===== config.mk =====
export PLATFORM = sky130hd
export DESIGN_NAME = mem_arbiter
export DESIGN_NICKNAME = d
export VERILOG_FILES = /design/src/rtl/mem_arbiter.sv
export SDC_FILE = /design/constraint.sdc
export NUM_CORES = 1
export LEC_CHECK = 0
export CAP_MARGIN = 10
export CORE_AREA = 10 10 261 263
export CTS_CLUSTER_SIZE = 16
export DETAILED_ROUTE_END_ITERATION = 8
export DIE_AREA = 0 0 271 273
export SLEW_MARGIN = 20
export SYNTH_ARGS = -nofsm -noshare
export SYNTH_HDL_FRONTEND = slang
export SYNTH_SLANG_ARGS = --single-unit

===== constraint.sdc =====
create_clock -name clk -period 1.83 [get_ports clk]
set_input_delay 0.366 -clock clk [delete_from_list [all_inputs] [get_ports clk]]
set_output_delay 0.366 -clock clk [all_outputs]
set_load 0.01 [all_outputs]

===== src/rtl/mem_arbiter.sv =====
// mem_arbiter: shares one line-wide physical-memory port between the
// instruction cache (read-only) and the data cache (read and write-back).
//
// One transaction runs at a time. In IDLE the arbiter picks a winner with
// round-robin priority, latches that side's command, and drives it to memory
// until pmem_resp. The response goes back to the granted cache only.
//
// Handshake: a cache raises its read/write strobe and holds it, along with its
// address and data, until its *_pmem_resp pulses for one cycle. Memory behaves
// the same way toward the arbiter: the arbiter holds pmem_read/pmem_write until
// pmem_resp pulses for one cycle. There is no separate ready signal. The resp
// pulse is both the acceptance and the completion of the transaction.
//
// Ports:
//   clk, rst                       clock and synchronous active-high reset
//   icache_pmem_read/_address      I-cache line read request
//   icache_pmem_rdata/_resp        line data and done pulse to I-cache
//   dcache_pmem_read/_write        D-cache line read / write-back request
//   dcache_pmem_address/_wdata     D-cache line address and write-back data
//   dcache_pmem_rdata/_resp        line data and done pulse to D-cache
//   pmem_read/_write/_address      memory command (registered)
//   pmem_wdata                     memory write data (registered)
//   pmem_rdata/_resp               memory read data and done pulse
module mem_arbiter #(
  parameter int ADDR_WIDTH = 16,
  parameter int LINE_WIDTH = 128
) (
  input  logic                  clk,
  input  logic                  rst,
  input  logic                  icache_pmem_read,
  input  logic [ADDR_WIDTH-1:0] icache_pmem_address,
  output logic [LINE_WIDTH-1:0] icache_pmem_rdata,
  output logic                  icache_pmem_resp,
  input  logic                  dcache_pmem_read,
  input  logic                  dcache_pmem_write,
  input  logic [ADDR_WIDTH-1:0] dcache_pmem_address,
  input  logic [LINE_WIDTH-1:0] dcache_pmem_wdata,
  output logic [LINE_WIDTH-1:0] dcache_pmem_rdata,
  output logic                  dcache_pmem_resp,
  output logic                  pmem_read,
  output logic                  pmem_write,
  output logic [ADDR_WIDTH-1:0] pmem_address,
  output logic [LINE_WIDTH-1:0] pmem_wdata,
  input  logic [LINE_WIDTH-1:0] pmem_rdata,
  input  logic                  pmem_resp
);

  typedef enum logic [1:0] {
    IDLE    = 2'd0,
    SERVE_I = 2'd1,
    SERVE_D = 2'd2
  } state_t;

  state_t state;
  state_t state_next;

  // 1 means the D-cache won the most recent grant. It resets to 1 so the
  // I-cache wins the first tie.
  logic last_grant_d;

  logic                  cmd_read;
  logic                  cmd_write;
  logic [ADDR_WIDTH-1:0] cmd_addr;
  logic [LINE_WIDTH-1:0] cmd_wdata;

  logic [LINE_WIDTH-1:0] i_rdata_q;
  logic [LINE_WIDTH-1:0] d_rdata_q;

  logic i_req;
  logic d_req;
  logic grant_i;
  logic grant_d;
  logic i_done;
  logic d_done;

  assign i_req = icache_pmem_read;
  assign d_req = dcache_pmem_read | dcache_pmem_write;

  // Next-state and grant decision. Arbitration happens in IDLE only.
  always_comb begin
    state_next = state;
    grant_i    = 1'b0;
    grant_d    = 1'b0;
    case (state)
      IDLE: begin
        // On a tie, the side that did not win last time gets the grant.
        if (i_req && (!d_req || last_grant_d)) begin
          grant_i    = 1'b1;
          state_next = SERVE_I;
        end else if (d_req) begin
          grant_d    = 1'b1;
          state_next = SERVE_D;
        end
      end
      SERVE_I: if (pmem_resp) state_next = IDLE;
      SERVE_D: if (pmem_resp) state_next = IDLE;
      default: state_next = IDLE;
    endcase
  end

  always_ff @(posedge clk) begin
    if (rst) begin
      state        <= IDLE;
      last_grant_d <= 1'b1;
      cmd_read     <= 1'b0;
      cmd_write    <= 1'b0;
      cmd_addr     <= '0;
      cmd_wdata    <= '0;
      i_rdata_q    <= '0;
      d_rdata_q    <= '0;
    end else begin
      state <= state_next;
      if (grant_i) begin
        last_grant_d <= 1'b0;
        cmd_read     <= 1'b1;
        cmd_write    <= 1'b0;
        cmd_addr     <= icache_pmem_address;
        cmd_wdata    <= '0;
      end else if (grant_d) begin
        // Read and write asserted together are treated as a write-back.
        last_grant_d <= 1'b1;
        cmd_read     <= dcache_pmem_read & ~dcache_pmem_write;
        cmd_write    <= dcache_pmem_write;
        cmd_addr     <= dcache_pmem_address;
        cmd_wdata    <= dcache_pmem_wdata;
      end
      if (i_done) i_rdata_q <= pmem_rdata;
      if (d_done) d_rdata_q <= pmem_rdata;
    end
  end

  // Completion is gated by rst so that an abandoned transaction never
  // reports a response, even if memory answers in the reset cycle.
  assign i_done = (state == SERVE_I) && pmem_resp && !rst;
  assign d_done = (state == SERVE_D) && pmem_resp && !rst;

  // The memory side depends only on registers, so the cache inputs have no
  // combinational path to memory.
  assign pmem_read    = (state != IDLE) && cmd_read;
  assign pmem_write   = (state != IDLE) && cmd_write;
  assign pmem_address = cmd_addr;
  assign pmem_wdata   = cmd_wdata;

  // Each rdata is passed through on its own resp cycle and then held.
  assign icache_pmem_resp  = i_done;
  assign dcache_pmem_resp  = d_done;
  assign icache_pmem_rdata = i_done ? pmem_rdata : i_rdata_q;
  assign dcache_pmem_rdata = d_done ? pmem_rdata : d_rdata_q;

endmodule


Yosys cells after proc, flatten, opt, wreduce, memory -nomap -nowiden
Cells that the tools add are included.
- ROM bits: 0
- input bits: 294
- latch bits: 0
- bits in writable memories: 0
- bits in registers: 405
- memories kept: 0
- $lt $le $gt $ge: 0
- equal/unequal tests: 4
- $add $sub $neg: 0
- divide/modulo/power cells: 0
- bitwise logic cells: 3
- reductions and logical operators: 16
- $mul: 0
- shift operators: 0
- muxes and demuxes: 17
- operators with widths (operator ; number):
    two-way mux 128 bit ; 2
    two-way mux 16 bit ; 2
    two-way mux 1 bit ; 9
    logical AND 1 bit ; 7
    two-way mux 2 bit ; 3
    case mux 2 bit (2 select lines) ; 1
    nonzero test 2 bit ; 2
    OR reduction 2 bit ; 2
    inequality test 3 bit, second input constant ; 1
    == test 2 x 1 -> 1 bit, second input constant ; 1
    == test 2 bit, second input constant ; 1
    zero test 1 bit ; 2
    zero test 2 bit ; 1
    inequality test 2 x 1 -> 1 bit, second input constant ; 1
    AND reduction 2 bit ; 1
    bitwise AND 1 bit ; 1
    logical OR 1 bit ; 1
    inverter 1 bit ; 1
    bitwise OR 1 bit ; 1

Longest topological paths before layout
Gate-level depths: netlist of run 1.
- word-level depth: 8
- mapped depth: 8
- mapped depth without buffers: 5

Worst setup path after synthesis of run 1
No wires, ideal clock.
- path kind: reg2out
- from: register state[0]
- to: output dcache_pmem_rdata[100]
- path slack: 0.094 ns
- required time: 1.464 ns
- arrival: 1.370 ns
- stages on the path, launching flop included: 7
- cells stage by stage: dfxtp_1 inv_1 ha_1 nand3b_1 buf_6 buf_6 mux2_4
- cells in the longest elaborated chain, start to end: 4
- ends and longest elaborated chain (element ; RTL line ; RTL):
    start, declared ; 54 ; state_t state;
    start signal, assigned ; 112 ; state <= state_next;
    == test 2 bit ; 135 ; assign d_done = (state == SERVE_D) && pmem_resp && !rst;
    logical AND 1 bit (2 in series) ; 135 ;
    two-way mux 128 bit ; n/a ;
    end, declared ; 38 ; output logic [LINE_WIDTH-1:0] dcache_pmem_rdata,
No other way between the ends.

Worst setup path in the final report of run 1
- from: register state[0]
- to: output dcache_pmem_rdata[59]
Same word-level chain as after synthesis.

==> run metrics, run 1 <==
post-DR wirelength/cell 22.3 um; DP Worst Slack -1.02 ns; CP startpoint kind flop; CP Max Fanout 7; Clock transition at path regs 0.06 ns; # DRC 0; Core Region 62,700 um^2; clk_skew 0.0169 ns; commonest non-fill, non-tap cell in the layout clkdlybuf4s50_1; Worst Hold Class in -> reg; most frequent cells in the layout 429 x clkdlybuf4s50_1, 403 x dfxtp_1, 253 x and2_1; first-pass GRT wire length 102,000 um; crit end category primary output; CTS tree built; Max clock buf depth 3; initial DRC count 721; Rows 92; port bufs 697; Die Span X 271 um; RSZ-0062 raised after global routing yes; # setup viols final 587; hold slack 0.349 ns; clk_lat worst skew 0.57 ns; post-synthesis cell area 16,700 um^2; required time of the worst setup path 1.46 ns; area grow syn2layout 73.6%; final worst slack -0.848 ns; Synth cell types 34; GP Congestion 0.843; status finished with violations; clock buffer count from CTS 47; Leak Pwr 12.8 nW; WP data arrival 2.31 ns; htree depth 2; VDD IR max 0.669 mV; post-synthesis sequential area ratio 0.485; Die ar. 74,000 um^2; fmax 0.373 GHz; Synth Area per Inst 11.0 um^2; total grt overflow 0; placed wire-length estimate 50,900 um; cell count after synthesis 1,525; Slew headroom 0.712; largest net degree at the start of global routing 49; fin nets 2,653; initial antenna violation count 6; Slew @ Worst Pin 0.430 ns; Initial Util 0.266; final wirelength 72,300 um; minimum clock period 2.68 ns; layout cells sized above 1 0.358; post-synthesis register bit count 405; vias in the first global route 15,500; post-synth net total 1,822; max-capacitance violation count 0; Final Cycle Share 1.46; Vert. Die Dim 273 um; reg-to-reg setup timing slack -0.26 ns; total track usage 0.177; failing checks negative setup slack; Final ANT Viol Nets 0; DR pass1 iterations 4; I/O Pins 698; Max Transition Viols Final 0; Final Hold Fails 0; Root Buffer clkbuf_16; CTS Sinks 405; Ys Warns 0; Crit Path Category reg -> out; # fillers 5,706; via/cell ratio 4.58; vias 14,900; Pwr per Cell Area 866 nW/um^2
==> through the flow <==
step / area (um^2) / TNS, ns / utilization / power [mW] / instances
2_1_floorplan: 16700 / 0 / - / 11.9 / 1525
3_3_place_gp: 25200 / -298.08 / 0.402 / 14.9 / 3039
3_5_place_dp: 25200 / -313.26 / 0.402 / 15.0 / 3039
4_1_cts: 28200 / -230.06 / 0.449 / 24.6 / 3200
5_1_grt: 29000 / -260.47 / 0.462 / 26.1 / 3240
6_report: 29000 / -211.61 / 0.462 / 25.1 / 3242
==> state kept, by name, indices dropped and copies added, names as in the netlist <==
name and flops:
last_grant_d 1, cmd_write 1, pmem_address 16, state 2
d_rdata_q 128, pmem_wdata 128, cmd_read 1, i_rdata_q 128
==> power breakdown <==
group	switching (mW)	internal [mW]	total, mW	leakage, nW
sequential	0.228	9.29	9.52	3.28
clock	3.88	5.33	9.21	0.741
combinational	2.82	3.57	6.39	8.76
==> cells by family after synthesis <==
family,count (synthesis),synth area share
multiplexers,256,0.222
flip-flops,405,0.485
buffers and inverters,146,0.0492
AO/OA/AOI/OAI,303,0.0972
AND/OR/NAND/NOR,412,0.144
adder cells (fa/ha/maj),3,0.00225
==> what timing repair did <==
item                        CTS  global route
setup endpoints to repair   518           672
gates resized for setup    1377           135
buffers inserted             67            26
gates cloned                 16            14
hold buffers                  0             0
pin swaps                     3             6
==> path summary, 6_finish.rpt <==
| kind | from | endpoint | cells after the start |
|---|---|---|---|
| worst min-delay path | dcache_pmem_wdata[42] | pmem_wdata[42] | 3 |
| worst max register to register | state[0] | d_rdata_q[77] | 11 |
| worst min register to register | pmem_wdata[37] | pmem_wdata[37] | 2 |
| worst max-delay path | state[0] | dcache_pmem_rdata[59] | 9 |
==> area by class of cell <==
| type | instances | area (um^2) | share of cell area |
|---|---|---|---|
| timing repair buffer | 921 | 10200 | 0.351 |
| sequential | 405 | 8120 | 0.280 |
| multi-input combinational | 975 | 8110 | 0.280 |
| clock buffer | 70 | 1370 | 0.0473 |
| tap | 846 | 1060 | 0.0365 |
| clock inverter | 14 | 114 | 0.00393 |
| inverter | 6 | 27.5 | 0.000949 |
| antenna | 5 | 12.5 | 0.000431 |
==> cell usage after synthesis, drive strengths merged <==
cell | instances | area (um^2)
dfxtp | 405 | 8110
and2 | 256 | 1600
mux2 | 256 | 3700
a21oi | 147 | 736
o21ai | 131 | 656
nand3 | 128 | 641
buf | 72 | 531
clkbuf | 68 | 269
a32oi | 16 | 140
nand4 | 16 | 100
inv | 6 | 22.5
ha | 3 | 37.5
nor2 | 3 | 11.3
a21boi | 2 | 15.0
nand2 | 2 | 7.51
nand3b | 2 | 18.8
nor2b | 2 | 12.5
a21bo | 1 | 10.0
a221oi | 1 | 8.76
a31o | 1 | 8.76
and3 | 1 | 6.26
nor3 | 1 | 5.00
o211a | 1 | 10.0
o21bai | 1 | 18.8
o2bb2ai | 1 | 8.76
o31ai | 1 | 12.5
or2 | 1 | 6.26
==> metal layers <==
metal / part of all wire / wire length, um / vias up / global-route usage
met1: 0.38 / 27200 / 7168 / 0.193
li1: - / - / 6959 / -
met3: 0.091 / 6580 / 120 / 0.0702
met4: 0.033 / 2390 / 2 / 0.0634
met2: 0.50 / 36100 / 604 / 0.309
met5: 0.00018 / 13 / - / 0
==> worst max-delay path, cell delays in order (launching register included) <==
cell      delay [ns]
dfxtp_4         0.36
inv_4           0.06
ha_4            0.11
nand3b_1        0.14
buf_12          0.19
buf_12          0.14
buf_12          0.14
buf_16          0.14
mux2_4          0.31
buf_6           0.12
Note: power is estimated with default switching activity, not from simulation.
==> run 2, diff against run 1 <==
--- a/config.mk
+++ b/config.mk
@@ -7,7 +7,6 @@
 export LEC_CHECK = 0
 export CAP_MARGIN = 10
 export CORE_AREA = 10 10 261 263
-export CTS_CLUSTER_SIZE = 16
 export DETAILED_ROUTE_END_ITERATION = 8
 export DIE_AREA = 0 0 271 273
 export SLEW_MARGIN = 20
==> run 2 against run 1 <==
  * The run still ends with negative setup slack left
  * First-iteration DRC count increased by 5.4%
  * Register-to-register slack about the same
  * Non-clock buffer count did not move
  * Routed wire length decreased by 0.60%
  * Fmax increased by 0.44%
  * Via count about the same
  * Core utilization shrank 0.31 points
  * Clock skew down 0.00063 ns
  * Die area is the same
  * Combinational power fell by 2%
  * Count of clock-buffer cells in the layout is 1 lower
  * Sequential share of layout area rose by 0.19 points
  * Critical endpoint unchanged
==> run metrics, run 2 (synthesis gave the netlist of run 1 again) <==
Clock transition at path regs 0.06 ns (about the same); CP Max Fanout 7 (unchanged); FF-to-FF End d_rdata_q[77]; Final ANT Viol Nets 0 (unchanged); Crit Path Category reg -> out; DP Worst Slack -1.02 ns (unchanged); fin area 28,800 um^2 (-0.66%); Slew @ Worst Pin 0.432 ns (+0.00112 ns); power share of the combinational group 0.253 (about the same); Leak Pwr 12.7 nW (-0.64%); layout cells sized above 1 0.351 (-0.00694); Root Buffer clkbuf_16; htree depth 2 (unchanged); Cell Area, Placed 25,200 um^2 (unchanged); Rows 92 (unchanged); Reg area 8120 um^2 (unchanged); RSZ-0062 raised after global routing yes; first-pass GRT wire length 102,000 um (about the same); reg2reg start state[0]; # DRC 0 (unchanged); fmax 0.375 GHz (+0.44%); most frequent cells in the layout 429 x clkdlybuf4s50_1, 403 x dfxtp_1, 252 x and2_1; VDD IR max 0.628 mV (-6.0%); total track usage 0.177 (about the same); total grt overflow 0 (unchanged); hold depth 3 (unchanged); vias 14,900 (+0.040%); failing checks negative setup slack; switch share 0.274 (-0.00173); Max clock buf depth 3 (unchanged); initial antenna violation count 6 (unchanged); largest net degree at the start of global routing 49 (unchanged); clock buffer count from CTS 47 (unchanged); Final Hold Fails 0 (unchanged); reg-to-reg setup timing slack -0.25 ns (about the same); final worst slack -0.836 ns (+0.0119 ns); footprint of the multi-input gates 8060 um^2 (-0.66%); commonest non-fill, non-tap cell in the layout clkdlybuf4s50_1; Slew headroom 0.711 (-0.000748); final core occ 0.459 (-0.00307); Final Cycle Share 1.46 (-0.00648); Pwr per Cell Area 857 nW/um^2 (-1.0%); WP data arrival 2.30 ns (about the same); Worst Hold Path EP pmem_wdata[43]; vias in the first global route 15,500 (+0.17%); Max Transition Viols Final 0 (unchanged); via/cell ratio 4.59 (+0.19%); Die ar. 74,000 um^2 (unchanged); placed wire-length estimate 50,900 um (unchanged); Internal Power 17.9 mW (-1.4%); CTS Sinks 405 (unchanged); I/O Pins 698 (unchanged); placed cell count 3,039 (unchanged); status finished with violations; Core Region 62,700 um^2 (unchanged); NetSw 6.77 mW (-2.3%); # setup viols final 513 (-13%); area grow syn2layout 72.5%; final wirelength 71,800 um (-0.60%); GP Congestion 0.843 (unchanged); DR pass1 iterations 4 (unchanged); minimum clock period 2.67 ns (-0.0119 ns); cell depth of the worst flop-to-flop path 11 (unchanged); fin nets 2,653 (unchanged); post-DR wirelength/cell 22.2 um (-0.45%); Die Span X 271 um (unchanged); crit end category primary output; sequential share of power 0.385 (+0.006); # fillers 5,718 (+0.21%); Initial Util 0.266 (unchanged); HP Start dcache_pmem_wdata[43]; Finished Layout Cells 3,237 (-0.15%); clk_skew 0.0163 ns (-0.000625 ns); Worst Hold Class in -> reg; initial DRC count 760 (+5.4%); required time of the worst setup path 1.46 ns (about the same); CP startpoint kind flop; port bufs 697 (unchanged); hold slack 0.353 ns (+0.00418 ns); Vert. Die Dim 273 um (unchanged); CTS tree built; max-capacitance violation count 0 (unchanged); clk_lat worst skew 0.58 ns (about the same); clock power share 0.362 (-0.005)
run 2: layout make-up:
type,count,share of cell area
sequential,405,0.282
tap,846,0.0367
clock buffer,69,0.0461
multi-input combinational,975,0.280
antenna,4,0.000347
inverter,6,0.000955
timing repair buffer,921,0.351
clock inverter,11,0.00330
run 2: routing by layer:
| metal | part of all wire | track usage | wire, um |
|---|---|---|---|
| met4 | 0.034 | 0.0634 | 2450 |
| met2 | 0.50 | 0.309 | 36000 |
| met1 | 0.37 | 0.193 | 26600 |
| met5 | 0.00013 | 0 | 9 |
| met3 | 0.094 | 0.0699 | 6750 |
run 2: how the worst max path moves through the flow:
stage	slack [ns]	from	depth (start not counted)	end
after global placement	-0.98	pmem_resp	6	dcache_pmem_rdata[18]
after floorplan	0.09	state[0]	6	dcache_pmem_rdata[100]
after CTS	-0.90	state[0]	9	dcache_pmem_rdata[59]
after global routing	-0.92	state[0]	9	dcache_pmem_rdata[59]
after detailed placement	-1.02	pmem_resp	6	dcache_pmem_rdata[18]
final	-0.84	state[0]	9	dcache_pmem_rdata[59]
run 2: timing repair:
action	4_1_cts	5_1_grt
hold buffers	0	0
buffers inserted	67	30
pin swaps	3	6
resized for setup	1377	101
cloned	16	10
setup endpoints to repair	515	668
run 2: through the flow:
step                      TNS, ns  power [mW]
after detailed placement  -313.26        15.0
after global routing      -250.46        25.7
after global placement    -298.08        14.9
after CTS                 -228.94        24.4
final                     -202.18        24.7
after floorplan                 0        11.9
run 2: power by group through the flow:
stage / registers (mW) / clock network (mW) / logic [mW]
final: 9.51 / 8.93 / 6.25
after global routing: 9.56 / 9.53 / 6.62
after CTS: 9.51 / 9.19 / 5.68
after detailed placement: 9.68 / 0 / 5.27
after global placement: 9.66 / 0 / 5.23
after floorplan: 9.78 / 0 / 2.15
run 2: critical path: stages (launching register included):
cell,delay (ns)
dfxtp_4,0.36
inv_4,0.06
ha_4,0.11
nand3b_1,0.14
buf_12,0.19
buf_12,0.14
buf_12,0.14
buf_16,0.14
mux2_4,0.31
buf_6,0.12
==> run 3, diff against run 2 <==
--- a/config.mk
+++ b/config.mk
@@ -6,9 +6,9 @@
 export NUM_CORES = 1
 export LEC_CHECK = 0
 export CAP_MARGIN = 10
-export CORE_AREA = 10 10 261 263
+export CORE_AREA = 10 10 266 268
 export DETAILED_ROUTE_END_ITERATION = 8
-export DIE_AREA = 0 0 271 273
+export DIE_AREA = 0 0 276 278
 export SLEW_MARGIN = 20
 export SYNTH_ARGS = -nofsm -noshare
 export SYNTH_HDL_FRONTEND = slang
==> constraint.sdc (replaced) <==
create_clock -name clk -period 2.4 [get_ports clk]
set_input_delay 0.48 -clock clk [delete_from_list [all_inputs] [get_ports clk]]
set_output_delay 0.48 -clock clk [all_outputs]
set_load 0.01 [all_outputs]
==> run 3 against run 2 <==
  * The run still ends with negative setup slack left
  * Flip-flop and latch count did not move
  * Sequential share of layout area is 1.3 points higher
  * Die area increased by 3.7%
  * Non-clock buffer count fell by 42
  * Count of clock-buffer cells in the layout fell by 1
  * Routed wire length decreased by 2.3%
  * Critical path type unchanged
==> run metrics, run 3 (synthesis gave the netlist of run 1 again) <==
met3 Track Usage GR 0.0660 (-0.00385); DP Worst Slack -0.646 ns (+0.376 ns); Cell Area, Placed 24,900 um^2 (-1.3%); Core Region 65,400 um^2 (+4.2%); minimum clock period 2.97 ns; final wirelength 70,200 um (-2.3%); Pwr per Cell Area 674 nW/um^2 (-21%); CTS Sinks 405 (unchanged); clk_lat worst skew 0.57 ns (about the same); # hold bufs at CTS 0 (unchanged); largest net degree at the start of global routing 65 (+33%); CP Max Fanout 5 (-2); final worst slack -0.572 ns (+0.263 ns); I/O Pins 698 (unchanged); VDD IR max 0.499 mV (-21%); status finished with violations; initial antenna violation count 4 (-2); total grt overflow 0 (unchanged); fin area 27,500 um^2 (-4.6%); crit end category primary output; WP data arrival 2.49 ns (+0.19 ns); Die ar. 76,700 um^2 (+3.7%); Max Transition Viols Final 0 (unchanged); GP Congestion 0.834 (-1.0%); RSZ-0062 raised after global routing yes; Leak Pwr 12.2 nW (-4.3%); placed cell count 3,022 (-0.56%); clk_skew 0.00728 ns (-0.00900 ns); Final Cycle Share 1.24; initial DRC count 642 (-16%); placed wire-length estimate 51,000 um (+0.24%); Slew @ Worst Pin 0.423 ns (-0.00855 ns); total track usage 0.169 (-0.00847); Final ANT Viol Nets 0 (unchanged); Clock transition at path regs 0.06 ns (about the same); Final Power 18.5 mW (-25%); htree depth 2 (unchanged); Final Hold Fails 0 (unchanged); Max clock buf depth 3 (unchanged); Crit Path Category reg -> out; Worst Hold Class in -> reg; most frequent cells in the layout 438 x clkdlybuf4s50_1, 403 x dfxtp_1, 256 x and2_1; Die Span X 276 um (+1.8%); failing checks negative setup slack; max-capacitance violation count 0 (unchanged); via/cell ratio 4.54 (-1.2%); met2 global-route usage 0.294 (-0.0149); vias 14,600 (-1.9%); area grow syn2layout 64.6%; port bufs 697 (unchanged); Slew headroom 0.717 (+0.00572); hold slack 0.467 ns (+0.114 ns); # setup viols final 258 (-50%); fmax 0.336 GHz; fin nets 2,611 (-1.6%); commonest non-fill, non-tap cell in the layout clkdlybuf4s50_1; Root Buffer clkbuf_16; Initial Util 0.255 (-0.0108); # DRC 0 (unchanged); CP startpoint kind flop; Finished Layout Cells 3,215 (-0.68%); Vert. Die Dim 278 um (+1.8%); required time of the worst setup path 1.92 ns (+0.46 ns); first-pass GRT wire length 101,000 um (-0.52%); clock buffer count from CTS 48 (+2.1%); busiest grt layer met2; CTS tree built; vias in the first global route 15,100 (-2.8%); grt met1 use 0.185 (-0.00773); layout cells sized above 1 0.335 (-0.0165); DR pass1 iterations 5 (+1); post-DR wirelength/cell 21.8 um (-1.6%); Rows 94 (+2.2%)
## run 3: cell types whose count changed in the layout (fill, tap and decap cells not counted), sizes merged, moves of 4 or more
cell and delta:
buf -127, clkbuf +98, clkdlybuf4s50 +9, clkinv +4, dlygate4sd2 -23
## run 3: area by class of cell
| cell class | count | area (um^2) |
|---|---|---|
| repair buffers | 879 | 8800 |
| fillers | 6212 | 37900 |
| multi-input cells | 974 | 7930 |
| clock buffers | 68 | 1370 |
| flip-flops and latches | 405 | 8120 |
| clock inverters | 17 | 171 |
| diodes | 2 | 5.00 |
| inverters | 6 | 27.5 |
| well taps | 864 | 1080 |
## run 3: metrics by stage
| stage | TNS (ns) | utilization |
|---|---|---|
| 4_1_cts | -131.38 | 0.417 |
| 3_3_place_gp | -136.69 | 0.381 |
| 3_5_place_dp | -140.60 | 0.381 |
| 6_report | -97.50 | 0.420 |
| 2_1_floorplan | 0 | - |
| 5_1_grt | -118.17 | 0.420 |
## run 3: final timing paths
| kind | startpoint | end | slack, ns | cells after the start |
|---|---|---|---|---|
| setup / recovery | state[0] | dcache_pmem_rdata[54] | -0.57 | 11 |
| hold / removal | dcache_pmem_wdata[19] | pmem_wdata[19] | 0.47 | 3 |
| setup reg to reg | state[0] | d_rdata_q[45] | 0.27 | 11 |
| hold reg to reg | pmem_wdata[22] | pmem_wdata[22] | 0.47 | 2 |
## run 3: worst max-delay path: stages (launching register included)
cell and delay (ns):
dfxtp_4 0.36, inv_4 0.06, ha_4 0.12, nand3b_1 0.14, buf_12 0.20, buf_12 0.13, buf_12 0.13, buf_16 0.12
buf_6 0.11, buf_6 0.11, mux2_4 0.30, buf_6 0.13
## run 3: per-layer routing
metal	wire, um	share of wire
met1	27300	0.39
met2	34500	0.49
met3	6100	0.087
met4	2320	0.033
met5	35	0.00050
## run 3: report_power, final
group,internal (mW),total (mW),switching (mW)
registers,7.09,7.25,0.162
clock network,4.27,7.19,2.91
logic,2.18,4.11,1.93
total,13.5,18.5,5.00
## run 3: what timing repair did
item	CTS	global route
cloned	10	6
buffers inserted	48	52
gates resized for setup	739	430
pin swaps	1	1
endpoints found under the setup margin	260	260
